$ cat src/rtl/fetcher_if.sv
// Fetch-unit bus bundle.
// Groups the request/acknowledge handshake, the ROM nibble bus and the
// assembled-instruction result into one interface.
//   pc_in          12  start address of the instruction (sequencer -> fetcher)
//   fetch_start     1  fetch request (sequencer -> fetcher)
//   fetch_done_ack  1  consumer acknowledge (decoder -> fetcher)
//   inst_data_in    4  ROM nibble at pc_out (ROM -> fetcher)
//   inst_len        3  instruction length in bytes, 2 = two bytes (sequencer -> fetcher)
//   rom_select      1  ROM enable (fetcher -> ROM)
//   pc_out         12  current ROM nibble address (fetcher -> ROM)
//   fetch_done      1  instruction valid (fetcher -> decoder)
//   inst_out       16  assembled, left-justified instruction (fetcher -> decoder)
// The slave modport is the fetcher's view; the master modport is the
// view of the surrounding core (sequencer, ROM and decoder together).
interface fetcher_if;
  logic [11:0] pc_in;
  logic        fetch_start;
  logic        fetch_done_ack;
  logic [3:0]  inst_data_in;
  logic [2:0]  inst_len;
  logic        rom_select;
  logic [11:0] pc_out;
  logic        fetch_done;
  logic [15:0] inst_out;

  modport slave (
    input  pc_in,
    input  fetch_start,
    input  fetch_done_ack,
    input  inst_data_in,
    input  inst_len,
    output rom_select,
    output pc_out,
    output fetch_done,
    output inst_out
  );

  modport master (
    output pc_in,
    output fetch_start,
    output fetch_done_ack,
    output inst_data_in,
    output inst_len,
    input  rom_select,
    input  pc_out,
    input  fetch_done,
    input  inst_out
  );
endinterface

$ cat src/rtl/fetcher.sv
// Instruction fetch unit for the 4-bit CPU core.
// Reads a 1- or 2-byte instruction from program ROM one nibble per clock,
// starting at pc_in, assembles it left-justified into a 16-bit word and
// presents it to the decoder under a done/ack handshake.
// Ports:
//   clk    1  system clock, rising edge
//   reset  1  asynchronous active-high reset
//   bus       fetcher_if.slave (see fetcher_if.sv for the signal list)
// All outputs are registers or direct state decodes; no input reaches an
// output combinationally.
module fetcher (
  input  logic     clk,
  input  logic     reset,
  fetcher_if.slave bus
);

  typedef enum logic [1:0] {
    IDLE  = 2'd0,
    FETCH = 2'd1,
    DONE  = 2'd2
  } state_t;

  state_t      state;
  state_t      state_nxt;
  logic [1:0]  idx;
  logic [2:0]  n_total;
  logic [11:0] pc;
  logic [15:0] inst;
  logic        last_nib;

  // Drop one nibble into the instruction word; nibble 0 lands in [15:12].
  function automatic logic [15:0] insert_nibble(input logic [15:0] word,
                                                input logic [1:0]  pos,
                                                input logic [3:0]  nib);
    logic [15:0] res;
    res = word;
    case (pos)
      2'd0:    res[15:12] = nib;
      2'd1:    res[11:8]  = nib;
      2'd2:    res[7:4]   = nib;
      default: res[3:0]   = nib;
    endcase
    return res;
  endfunction

  // The nibble being captured this cycle is the final one of the fetch.
  assign last_nib = ({1'b0, idx} == (n_total - 3'd1));

  always_ff @(posedge clk or posedge reset) begin
    if (reset) begin
      state <= IDLE;
    end else begin
      state <= state_nxt;
    end
  end

  always_comb begin
    state_nxt = state;
    case (state)
      IDLE:    if (bus.fetch_start)    state_nxt = FETCH;
      FETCH:   if (last_nib)           state_nxt = DONE;
      // A request arriving together with the ack is dropped on purpose:
      // the sequencer must re-issue it once we are back in IDLE.
      DONE:    if (bus.fetch_done_ack) state_nxt = IDLE;
      default:                         state_nxt = IDLE;
    endcase
  end

  always_ff @(posedge clk or posedge reset) begin
    if (reset) begin
      idx     <= 2'd0;
      n_total <= 3'd2;
      pc      <= 12'h000;
      inst    <= 16'h0000;
    end else begin
      case (state)
        IDLE: begin
          if (bus.fetch_start) begin
            pc      <= bus.pc_in;
            idx     <= 2'd0;
            inst    <= 16'h0000;
            n_total <= (bus.inst_len == 3'd2) ? 3'd4 : 3'd2;
          end
        end
        FETCH: begin
          inst <= insert_nibble(inst, idx, bus.inst_data_in);
          pc   <= pc + 12'd1;   // 12-bit wrap from FFF to 000 is intended
          idx  <= idx + 2'd1;
        end
        default: begin
        end
      endcase
    end
  end

  assign bus.rom_select = (state == FETCH);
  assign bus.fetch_done = (state == DONE);
  assign bus.pc_out     = pc;
  assign bus.inst_out   = inst;

endmodule

$ cat src/flat_wrapper.sv
// flat-port wrapper written by rule: the top's interface ports become plain ports
module fetcher_flat 
  (clk, reset, bus_pc_in, bus_fetch_start, bus_fetch_done_ack, bus_inst_data_in, bus_inst_len, bus_rom_select, bus_pc_out, bus_fetch_done, bus_inst_out);
  fetcher_if bus_i ();
  input  logic clk;
  input  logic reset;
  input wire logic [$bits(bus_i.pc_in)-1:0] bus_pc_in;
  input wire logic [$bits(bus_i.fetch_start)-1:0] bus_fetch_start;
  input wire logic [$bits(bus_i.fetch_done_ack)-1:0] bus_fetch_done_ack;
  input wire logic [$bits(bus_i.inst_data_in)-1:0] bus_inst_data_in;
  input wire logic [$bits(bus_i.inst_len)-1:0] bus_inst_len;
  output wire logic [$bits(bus_i.rom_select)-1:0] bus_rom_select;
  output wire logic [$bits(bus_i.pc_out)-1:0] bus_pc_out;
  output wire logic [$bits(bus_i.fetch_done)-1:0] bus_fetch_done;
  output wire logic [$bits(bus_i.inst_out)-1:0] bus_inst_out;
  assign bus_i.pc_in = bus_pc_in;
  assign bus_i.fetch_start = bus_fetch_start;
  assign bus_i.fetch_done_ack = bus_fetch_done_ack;
  assign bus_i.inst_data_in = bus_inst_data_in;
  assign bus_i.inst_len = bus_inst_len;
  assign bus_rom_select = bus_i.rom_select;
  assign bus_pc_out = bus_i.pc_out;
  assign bus_fetch_done = bus_i.fetch_done;
  assign bus_inst_out = bus_i.inst_out;
  fetcher u_core (.clk(clk), .reset(reset), .bus(bus_i));
endmodule
$ cat config.mk
export PLATFORM = sky130hd
export DESIGN_NAME = fetcher_flat
export DESIGN_NICKNAME = d
export VERILOG_FILES = /design/src/rtl/fetcher_if.sv /design/src/rtl/fetcher.sv /design/src/flat_wrapper.sv
export SDC_FILE = /design/constraint.sdc
export NUM_CORES = 1
export LEC_CHECK = 0
export BUFFER_PORTS_ARGS = -buffer_cell sky130_fd_sc_hd__buf_2
export CORE_MARGIN = 1.5
export CORE_UTILIZATION = 47
export CTS_CLUSTER_SIZE = 12
export DETAILED_ROUTE_END_ITERATION = 10
export PLACE_DENSITY = 0.72
export SYNTH_ARGS = -nofsm -noshare
export SYNTH_HDL_FRONTEND = slang
export SYNTH_SLANG_ARGS = --single-unit
$ cat constraint.sdc
create_clock -name clk -period 1.75 [get_ports clk]
set_clock_uncertainty 0.15 [all_clocks]
set_input_delay 0.0875 -clock clk [delete_from_list [all_inputs] [get_ports clk]]
set_output_delay 0.0875 -clock clk [all_outputs]
set_load 0.1 [all_outputs]
Word level (Yosys, flattened, before mapping)
Index checks and enable logic that the tools add are counted.
{ "word_totals": {"output_inout_bits": 30, "ff_bits": 35, "inputBits": 23, "latch_bits": 0, "elab_cells": 50, "mem_bits_rw": 0, "rom_bits": 0, "n_memories": 0} }
{ "op_classes": {"n_eq_ne": 13, "mul": 0, "n_lt_le_gt_ge": 0, "add_sub_neg": 3, "n_div": 0, "muxes": 15, "n_shift": 0, "reduce_logical": 11, "bitwise": 0} }
{ "op_table": {"columns": ["op", "n"], "rows": [
  ["16-bit one-hot mux with 2 select lines", 1],
  ["12-bit one-hot mux with 2 select lines", 1],
  ["16-bit two-way mux", 1],
  ["4-bit two-way mux", 4],
  ["3-bit AND reduction", 5],
  ["12-bit by 1-bit adder with 12-bit output, second input constant", 1],
  ["12-bit two-way mux", 1],
  ["2-bit two-way mux", 4],
  ["2-bit by 1-bit inequality test with 1-bit output, second input constant", 4],
  ["2-bit inequality test, second input constant", 3],
  ["2-bit one-hot mux with 3 select lines", 1],
  ["2-bit by 1-bit equality test with 1-bit output, second input constant", 2],
  ["2-bit equality test, second input constant", 2],
  ["2-bit logical NOT", 2],
  ["2-bit one-hot mux with 2 select lines", 1],
  ["2-bit AND reduction", 2],
  ["2-bit by 3-bit equality test with 1-bit output", 1],
  ["3-bit by 2-bit equality test with 1-bit output, second input constant", 1],
  ["3-bit two-way mux", 1],
  ["3-bit OR reduction", 1],
  ["3-bit by 1-bit subtractor with 3-bit output, second input constant", 1],
  ["2-bit by 1-bit adder with 2-bit output, second input constant", 1],
  ["2-bit nonzero test", 1]
]} }

Depth between registers and ports, before layout
{ "depth": {"depth_word": 4, "mapped_depth": 7} }

Worst setup path after synthesis
Ideal clock, no wire load.
{ "synth_timing": {"path_kind": "reg2reg", "startpoint": "register u_core.state[1]", "endpoint": "register u_core.state[1]", "stages_incl_launch_ff": 6, "required_time_ns": 1.526, "arrival_time_ns": 2.242, "path_slack_ns": -0.716, "setup_time_ns": 0.074, "period_less_slack_ns": 2.466, "cell_sequence": "dfrtp_1 -> buf_2 -> inv_2 -> buf_2 -> nor2_1 -> a22o_1"} }
{ "synth_between": {"elab_chain_cells": 3, "word_cells_on_any_way": 8, "classes_between": "eq/ne (5); mux (1); reduce/logical (2)"} }
{ "synth_rtl": {"columns": ["element", "line", "rtl"], "rows": [
  ["start, declared", "fetcher.sv:23", "state_t state;"],
  ["start signal, assigned", "fetcher.sv:53", "state <= state_nxt;"],
  ["2-bit equality test (*)", null, null],
  ["via bus_fetch_done", "flat_wrapper.sv:14", "output wire logic [$bits(bus_i.fetch_done)-1:0] bus_fetch_done;"],
  ["2-bit inequality test (no source line)", null, null],
  ["3-bit AND reduction (no source line)", null, null]
]} }
Mark *: on every way through the listed nets, which the timed path passes. The rest lies on a longest branch.
A chain may end at the register's enable or synchronous reset.

Worst setup path after layout
{ "layout_timing": {"startpoint": "register u_core.pc[1] (netlist: u_core.bus.pc_out[1])", "endpoint": "register u_core.pc[7] (netlist: u_core.bus.pc_out[7])"} }
{ "layout_between": {"elab_chain_cells": 2} }
{ "layout_rtl": {"columns": ["element", "line", "rtl"], "rows": [
  ["start, declared", "fetcher.sv:27", "logic [11:0] pc;"],
  ["start signal, assigned", "fetcher.sv:79", "pc <= bus.pc_in;"],
  ["start signal, assigned", "fetcher.sv:87", "pc <= pc + 12'd1;"],
  ["12-bit by 1-bit adder with 12-bit output", "fetcher.sv:87", null],
  ["12-bit one-hot mux with 2 select lines", "fetcher.sv:76", "case (state)"]
]} }
Every way passes these cells.

==> results.yml <==
outcome:
  status: "complete, no violations"
yosys:
  synth.yosys.seq_area_share_pct: 47.3
  synth.distinct_cells: 38
  synth_async_sr_flop_share_pct: 100
  ys_ff_latch: 34
  synthTopCellsByArea: "dfrtp_1 46%, a21oi_1 6.7%, nor2b_1 6.6%"
  synth_top_area_share_pct: 45.8
  netlist_instances: 205
  synth_area_um2: 1800
  ys_warn_count: 0
  synth_ff_type: "dfrtp_1"
  post-synth-top-count-cell: "dfrtp_1"
  synth-edff-count: 0
  syn_nets: 233
  avgSynthCellArea_um2: 8.80
  synth.cells.most_frequent: "33 x dfrtp_1, 27 x nand2_1, 24 x a21oi_1"
  yosys.area.top_type: "dfrtp_1"
route:
  dr_total_vias: 1794
  wl_per_cell_um: 14.1
  viasPerCell: 5.34
  drt-total-wl_um: 4730
  drt_iter0_drc: 89
  drc: 0
  final_antenna_net_count: 0
  drt_pass1_iterations: 4
timing:
  slew_headroom_pct: 67.2
  fmax_ghz: 0.607
  setup_viol: 0
  worstMarginPinSlew_ns: 0.496
  fin_crit_ns: 1.65
  finalHoldViolations: 0
  finalSetupTns_ns: 0
  period_share_pct: 94.1
  fin_ws_ns: 0.104
  drv_slew: 0
  fin_hold_ws_ns: 0.0193
finish:
  drive_gt1_share_pct: 32.3
  diodes: 0
  final_cells: 336
  final_nets: 315
  area_growth_pct: 43.6
hold_path:
  hold_path_end: "u_core.bus.inst_out[5]"
  hold_depth: 3
  holdCritStartpoint: "bus_inst_data_in[1]"
  hold_path_class: "in2reg"
placed_design:
  dp.cells: 310
  pre_cts_ws_ns: 0.124
  dp_hpwl_um: 3170
  io_buffers: 52
  gp_congestion: 0.869
floorplanning:
  dieArea_um2: 4220
  die_h_um: 64.9
  io_pins: 53
  num_rows: 22
  core_area_um2: 3660
  initial_core_util_pct: 49.2
  die_width_um: 64.9
setup_path:
  crit_chain: "nand4_4 -> or2_1 -> o311a_1 -> a211o_1"
  path_buf_inv: 0
  cpMaxStageDelayCell: "dfrtp_4"
  crit_path_start_kind: "flop"
  reg2reg_slack_ns: 0.10
  cpPeakStageDelay_ns: 0.47
  critPathCaptureType: "flop"
  cp_max_fo: 6
  worst-setup-path-type: "reg2reg"
  crit_arrival_ns: 1.67
  r2r-start: "u_core.bus.pc_out[1]"
  required_ns: 1.77
  worstReg2RegEnd: "u_core.bus.pc_out[7]"
  path_delay_family: "compound AO/OA/AOI/OAI gates"
  r2r_cells: 4
clock_network:
  clkTransAtPathRegs_ns: 0.07
  clock_latency_ns: 0.28
  cts_buffer_depth: 2
  cts_root_buf: "clkbuf_8"
  cts_tree: "built"
  cts.sinks: 34
  cts_buffers: 5
  htree_levels: 2
global_route:
  grt_usage_pct: 24.7
  grt_pass1_vias: 1745
  globalRouteOverflowTotal: 0
  grt_max_degree: 35
  antenna_found_initial: 0
  grt_pass1_wl_um: 7990
run:
  drv_cap: 0
==> cell families after synthesis <==
| family | count (synthesis) | synth area share, % |
|---|---|---|
| multiplexers | 3 | 1.73 |
| flip-flops | 34 | 47.3 |
| adder cells (fa/ha/maj) | 5 | 3.47 |
| AND/OR/NAND/NOR | 77 | 21.7 |
| AO/OA/AOI/OAI | 69 | 21.9 |
| XOR/XNOR | 1 | 0.486 |
| buffers and inverters | 16 | 3.54 |
==> area by class of cell <==
cell class / count / area (um^2)
Clock buffer: 5 / 68.8
Sequential cell: 34 / 886
Multi-Input combinational cell: 155 / 916
Timing Repair Buffer: 81 / 551
Clock inverter: 3 / 68.8
Tap cell: 48 / 60.1
Fill cell: 281 / 1070
Inverter: 10 / 38.8
==> layer usage <==
layer  wire length (um)  global-route usage, %  vias up
li1                   -                      -      890
met1               2110                   33.2      850
met2               2340                   40.3       50
met3                249                   4.69        4
met4                 36                   7.45        0
met5                  0                      0        -
==> registers in the layout (all words and copies together), names as in the netlist <==
signal and cells:
u_core.bus.inst_out 16, u_core.bus.pc_out 12, u_core.idx 2, u_core.n_total 2, u_core.state 2
==> metrics by stage <==
stage | util [%] | area, um^2
3_5_place_dp | 62.1 | 2270
4_1_cts | 70.5 | 2580
3_3_place_gp | 62.1 | 2270
6_report | 70.7 | 2590
5_1_grt | 70.7 | 2590
2_1_floorplan | - | 1870
==> repair_timing <==
| item | CTS | global route |
|---|---|---|
| resized for setup | 0 | 0 |
| endpoints found under the hold margin | 49 | 0 |
| setup buffers | 0 | 1 |
| endpoints found under the setup margin | 0 | 1 |
| hold buffers | 17 | 0 |
==> cells in the final DEF (no fill, tap or decap), drive strengths merged <==
cell and n:
buf 64, dfrtp 33, nand2 28, o21ai 25, a21oi 24, nor2b 19
dlygate4sd3 17, nand3 9, inv 9, o22ai 8, nor2 8, clkbuf 5
ha 5, nor4 3, nor3 3, nand4 3, nand2b 2, o211ai 2
mux2i 2, bufinv 2, clkinv 2, xnor2 1, a22oi 1, or2 1
mux2 1, o311ai 1, o311a 1, a211o 1, a31oi 1, a311o 1
o21a 1, o22a 1, o31ai 1, or3 1, a22o 1, dfstp 1
==> worst min-delay path, delay by kind of cell <==
kind	cells	cell delay, ns
AOI/OAI and AO/OA	2	0.19
buffers and inverters	1	0.14
==> how the worst max path moves through the flow <==
stage,startpoint,endpoint,cells after the start
after CTS,u_core.state[0],bus_rom_select,3
after floorplan,u_core.bus.pc_out[1],u_core.bus.pc_out[7],4
final,u_core.bus.pc_out[1],u_core.bus.pc_out[7],4
after global routing,u_core.bus.pc_out[0],u_core.bus.pc_out[10],5
after global placement,u_core.bus.pc_out[2],u_core.bus.pc_out[7],4
after detailed placement,u_core.bus.pc_out[1],u_core.bus.pc_out[7],4
Power is not shown: default switching activity piles up to over one toggle a cycle in this logic, so the estimate is an artifact.
